==> config.mk <==
export PLATFORM = sky130hd
export DESIGN_NAME = approx_prod_accumulator
export DESIGN_NICKNAME = d
export VERILOG_FILES = /design/src/rtl/approx_prod_accumulator.sv
export SDC_FILE = /design/constraint.sdc
export NUM_CORES = 1
export LEC_CHECK = 0
export ABC_AREA = 0
export CORE_UTILIZATION = 40
export CTS_BUF_LIST = sky130_fd_sc_hd__clkbuf_8
export DETAILED_ROUTE_END_ITERATION = 10
export PLACE_DENSITY_LB_ADDON = 0.3
export SYNTH_ARGS = -nofsm -noshare
export SYNTH_HDL_FRONTEND = slang
export SYNTH_SLANG_ARGS = --single-unit
==> constraint.sdc <==
create_clock -name clk -period 2.9 [get_ports clk]
set_input_delay 0.29 -clock clk [delete_from_list [all_inputs] [get_ports clk]]
set_output_delay 0.29 -clock clk [all_outputs]
set_load 0.03 [all_outputs]
==> src/rtl/approx_prod_accumulator.sv <==
// approx_prod_accumulator
//   Streaming dot-product accumulator placed after the unsigned 8x8 approximate
//   multipliers. Sums up to LEN products per vector, adds a constant BIAS with
//   every accepted term to offset the multipliers' mean underestimation, and
//   hands the result downstream over a valid/ready handshake.
//
// Ports
//   clk        rising-edge clock
//   rst_n      asynchronous active-low reset
//   in_valid   product beat valid
//   in_ready   accumulator can accept a beat
//   in_prod    unsigned product (PROD_W bits)
//   in_last    beat closes the vector (qualified by in_valid)
//   out_valid  result valid, held until accepted
//   out_ready  downstream accepts the result
//   out_sum    accumulated sum including bias (ACC_W bits)
//   out_count  number of terms summed (1..LEN)
//   out_sat    saturation (SAT=1) or carry-out wrap (SAT=0) occurred in the vector
module approx_prod_accumulator #(
  parameter int unsigned PROD_W = 16,
  parameter int unsigned ACC_W  = 24,
  parameter int unsigned LEN    = 8,
  parameter int unsigned BIAS   = 0,
  parameter int unsigned SAT    = 1,
  localparam int unsigned CW    = $clog2(LEN + 1)
) (
  input  logic              clk,
  input  logic              rst_n,
  input  logic              in_valid,
  output logic              in_ready,
  input  logic [PROD_W-1:0] in_prod,
  input  logic              in_last,
  output logic              out_valid,
  input  logic              out_ready,
  output logic [ACC_W-1:0]  out_sum,
  output logic [CW-1:0]     out_count,
  output logic              out_sat
);

  typedef enum logic {
    ST_ACC  = 1'b0,
    ST_DONE = 1'b1
  } state_t;

  state_t           state_q, state_d;
  logic [ACC_W-1:0] acc_q, acc_d;
  logic [CW-1:0]    cnt_q, cnt_d;
  logic             flag_q, flag_d;
  logic             in_ready_q, in_ready_d;
  logic             out_valid_q, out_valid_d;

  logic [ACC_W:0]   term;
  logic [ACC_W:0]   nxt;
  logic [CW-1:0]    cnt_inc;

  always_comb begin
    term    = {{(ACC_W + 1 - PROD_W){1'b0}}, in_prod} + (ACC_W + 1)'(BIAS);
    nxt     = {1'b0, acc_q} + term;
    cnt_inc = cnt_q + 1'b1;

    state_d     = state_q;
    acc_d       = acc_q;
    cnt_d       = cnt_q;
    flag_d      = flag_q;
    in_ready_d  = in_ready_q;
    out_valid_d = out_valid_q;

    case (state_q)
      ST_ACC: begin
        if (in_valid && in_ready_q) begin
          // A saturated accumulator stays all-ones: any further nonzero term
          // carries out again, and a zero term leaves it unchanged.
          if (nxt[ACC_W]) begin
            flag_d = 1'b1;
            acc_d  = (SAT != 0) ? '1 : nxt[ACC_W-1:0];
          end else begin
            acc_d  = nxt[ACC_W-1:0];
          end
          cnt_d = cnt_inc;
          // in_last on the LEN-th beat is a single closure.
          if (in_last || (32'(cnt_inc) == LEN)) begin
            state_d     = ST_DONE;
            in_ready_d  = 1'b0;
            out_valid_d = 1'b1;
          end
        end
      end
      ST_DONE: begin
        if (out_valid_q && out_ready) begin
          state_d     = ST_ACC;
          acc_d       = '0;
          cnt_d       = '0;
          flag_d      = 1'b0;
          in_ready_d  = 1'b1;
          out_valid_d = 1'b0;
        end
      end
    endcase
  end

  always_ff @(posedge clk or negedge rst_n) begin
    if (!rst_n) begin
      state_q     <= ST_ACC;
      acc_q       <= '0;
      cnt_q       <= '0;
      flag_q      <= 1'b0;
      in_ready_q  <= 1'b1;
      out_valid_q <= 1'b0;
    end else begin
      state_q     <= state_d;
      acc_q       <= acc_d;
      cnt_q       <= cnt_d;
      flag_q      <= flag_d;
      in_ready_q  <= in_ready_d;
      out_valid_q <= out_valid_d;
    end
  end

  assign in_ready  = in_ready_q;
  assign out_valid = out_valid_q;
  assign out_sum   = acc_q;
  assign out_count = cnt_q;
  assign out_sat   = flag_q;

endmodule

==> results.sh <==
export IMPL_cts_reportedPaths_clkPinSlew_ns=0.08
export IMPL_diodes=0
export IMPL_maxCapViolations=0
export IMPL_irDropWorstVdd_uv=164
export IMPL_crit_fanout=11
export IMPL_postSynthAreaPerCell_um2=9.10
export IMPL_overflow=0
export IMPL_core_mm2=0.00564
export IMPL_die_y_um=79.5
export IMPL_critPathMaxStageDelay_ns=0.41
export IMPL_dp_cells=388
export IMPL_wl_per_cell_um=15.5
export IMPL_finalNonFillerCells=396
export IMPL_slew_headroom=0.495
export IMPL_finalWorstSetupSlack_ns=0.284
export IMPL_netlist_area_leader_share=0.323
export IMPL_syn_nets=303
export IMPL_seq_area_frac_synth=0.334
export IMPL_htree_levels=2
export IMPL_initial_utilization=0.426
export IMPL_route_detailed_drc=0
export IMPL_cts_made_buffers=5
export IMPL_crit_path_start_kind="input pin"
export IMPL_hold_viol=0
export IMPL_end_kind="flop"
export IMPL_fin_util=0.554
export IMPL_ioPinCount=52
export IMPL_cp_top_family="compound AO/OA/AOI/OAI gates"
export IMPL_cts_tree="yes"
export IMPL_viasPerCell=5.72
export IMPL_grt_pass1_wl_um=10100
export IMPL_clock_sinks=32
export IMPL_nFillCells=521
export IMPL_synthCells=264
export IMPL_grt_start_max_net_pins=33
export IMPL_synth_top_cells_by_area="dfrtp_1 (32%), ha_1 (8.9%), a21oi_1 (5.8%)"
export IMPL_setup_viol=0
export IMPL_hpwl_um=4470
export IMPL_root_buffer="clkbuf_8"
export IMPL_critical_path_depth=9
export IMPL_slew_violations=0
export IMPL_dieArea_mm2=0.00632
export IMPL_cp_required_ns=3.07
export IMPL_p_per_area_mw_per_mm2=281
export IMPL_dr_pass1_iters=6
export IMPL_final_layout_size_suffix_gt1_frac=0.120
export IMPL_yosysWarnings=0
export IMPL_wirelength_um=6120
export IMPL_numPortBuffers=51
export IMPL_cp_cell_sequence="clkdlybuf4s50_1 -> ha_1 -> fa_1 -> a211oi_1 -> nor3_2 -> o311ai_4 -> a211oi_4 -> buf_4 -> a221o_1"
export IMPL_worst_pin_slew_ns=0.755
export IMPL_antenna_found_initial=0
export IMPL_place_congestion=0.899
export IMPL_drtAntennaViolNets=0
export IMPL_rr_worst_depth=8
export IMPL_fmax_ghz=0.382
export IMPL_postSynthRegisterBits=32
export IMPL_synth_cell_types=58
export IMPL_vias=2265
export IMPL_yosysTopAreaCell="dfrtp_1"
export IMPL_area_delta_synth_final_pct=30.0
export IMPL_path_buf_inv=2
export IMPL_worstPathArrival_ns=2.78
export IMPL_nets=362
export IMPL_drt_iter0_drc=152
export IMPL_cts_max_path_buffers=2
export IMPL_status="finished clean"
export IMPL_pre_cts_ws_ns=-0.0279
export IMPL_p_leak_nw=1.38
export IMPL_clkLatencyLatePin_ns=0.29
export IMPL_ys_flop_type="dfrtp_1"
export IMPL_post_cts_setup_buffer_count=0
export IMPL_path_class="input pin to flop"
export IMPL_ctsResizeCount=0
export IMPL_ys_async_sr_fraction=1.00
export IMPL_grt_total_usage=0.207
export IMPL_finalCritPeriodShare=0.902
export IMPL_slowest_stage="clkdlybuf4s50_1"
export IMPL_clock_skew_ns=0.0109
export IMPL_min_period_ns=2.62
export IMPL_die_w_um=79.5
export IMPL_syn_area_mm2=0.00240
export IMPL_hold_buffers=0
export IMPL_synth_edff_count=0
export IMPL_worstHoldPathType="input pin to asynchronous set/reset pin"
export IMPL_num_rows=27
export IMPL_grt_pass1_vias=2203
export IMPL_rsz0062_at_grt="no"
-- final timing paths --
path | startpoint | endpoint | slack (ns)
setup / recovery | in_prod[0] | out_sum[0]$_DFFE_PN0P_ | 0.28
hold / removal | rst_n | out_sum[1]$_DFFE_PN0P_ | 0.41
setup reg to reg | out_sum[0]$_DFFE_PN0P_ | out_sum[0]$_DFFE_PN0P_ | 0.30
hold reg to reg | out_sat$_DFFE_PN0P_ | out_sat$_DFFE_PN0P_ | 0.50
max in group asynchronous | rst_n | in_ready$_DFFE_PN1P_ | 2.14
min in group clk | out_sat$_DFFE_PN0P_ | out_sat$_DFFE_PN0P_ | 0.50
-- where the power goes --
group,switching (mW),internal (mW)
clock,0.176,0.162
sequential,0,0.446
combinational,0.0454,0.0478
total,0.221,0.655
-- worst register-to-register path: cells and delay by family (launching register included) --
kind / cells / cell delay, ns
AOI/OAI and AO/OA: 4 / 1.15
adders and majority gates: 2 / 0.61
buffers and inverters: 1 / 0.21
and+or+nand+nor: 1 / 0.13
DFF: 1 / 0.41
-- registers in the layout, indices dropped and copies added (netlist names) --
name       cells
out_sat        1
out_sum       24
out_valid      1
out_count      4
in_ready       1
state_q        1
-- per-stage QoR --
step / cell area [um^2] / power [mW] / hold WS (ns) / setup TNS [ns]
finish: 3120 / 0.877 / 0.409 / 0
global route: 3120 / 0.914 / 0.464 / 0
CTS: 3120 / 0.886 / 0.428 / 0
detailed placement: 3040 / 0.548 / 0.500 / -0.105
global placement: 3040 / 0.547 / 0.491 / 0
floorplan: 2400 / 0.499 / -0.00559 / 0
-- layer usage --
layer,share of wire,up-vias,GRT usage
met1,0.46,1067,0.266
met5,0,-,0
met2,0.47,69,0.347
li1,-,1120,-
met3,0.048,9,0.0263
met4,0.016,0,0.0873
-- area by class of cell --
class	instances	area, um^2	area share
repair buffers	66	623	0.200
clock inverters	3	12.5	0.00401
well taps	72	90.1	0.0288
clock buffers	5	68.8	0.0220
inverters	3	11.3	0.00361
flip-flops and latches	32	802	0.257
multi-input cells	215	1520	0.485
-- cell usage in the layout, fill, tap and decap left out, types with 6 or more instances in the layout --
cell type / synthesis / final
dfrtp_1: 31 / 31
clkdlybuf4s50_1: 0 / 51
a221o_1: 8 / 8
ha_1: 17 / 17
buf_4: 3 / 15
xor2_1: 7 / 7
nand2_1: 21 / 21
a21oi_1: 28 / 28
xnor2_1: 7 / 7
nor2_1: 19 / 19
o21ai_0: 22 / 22
nand3_1: 6 / 6
-- synthesized netlist by cell type (all sizes together) (3+ instances only) --
library cell	count
xor2	7
a31oi	5
o21ai	25
a21o	5
clkbuf	8
dfrtp	31
nor3	6
buf	6
ha	17
nor2	19
inv	3
a211oi	6
and3	7
nand4	5
xnor2	7
nor2b	3
nand3	6
a221o	8
a21oi	30
nand2	22
-- cells by family (layout without fill, tap and decap cells) --
family / Yosys count / after routing / share of synthesized area
AO/OA/AOI/OAI: 97 / 97 / 0.291
AND/OR/NAND/NOR: 83 / 83 / 0.179
flip-flops: 32 / 32 / 0.334
adder cells (fa/ha/maj): 18 / 18 / 0.0969
buffers and inverters: 17 / 77 / 0.0354
XOR/XNOR: 14 / 14 / 0.0510
multiplexers: 3 / 3 / 0.0130
No activity file was read; power rests on OpenSTA's default activity.
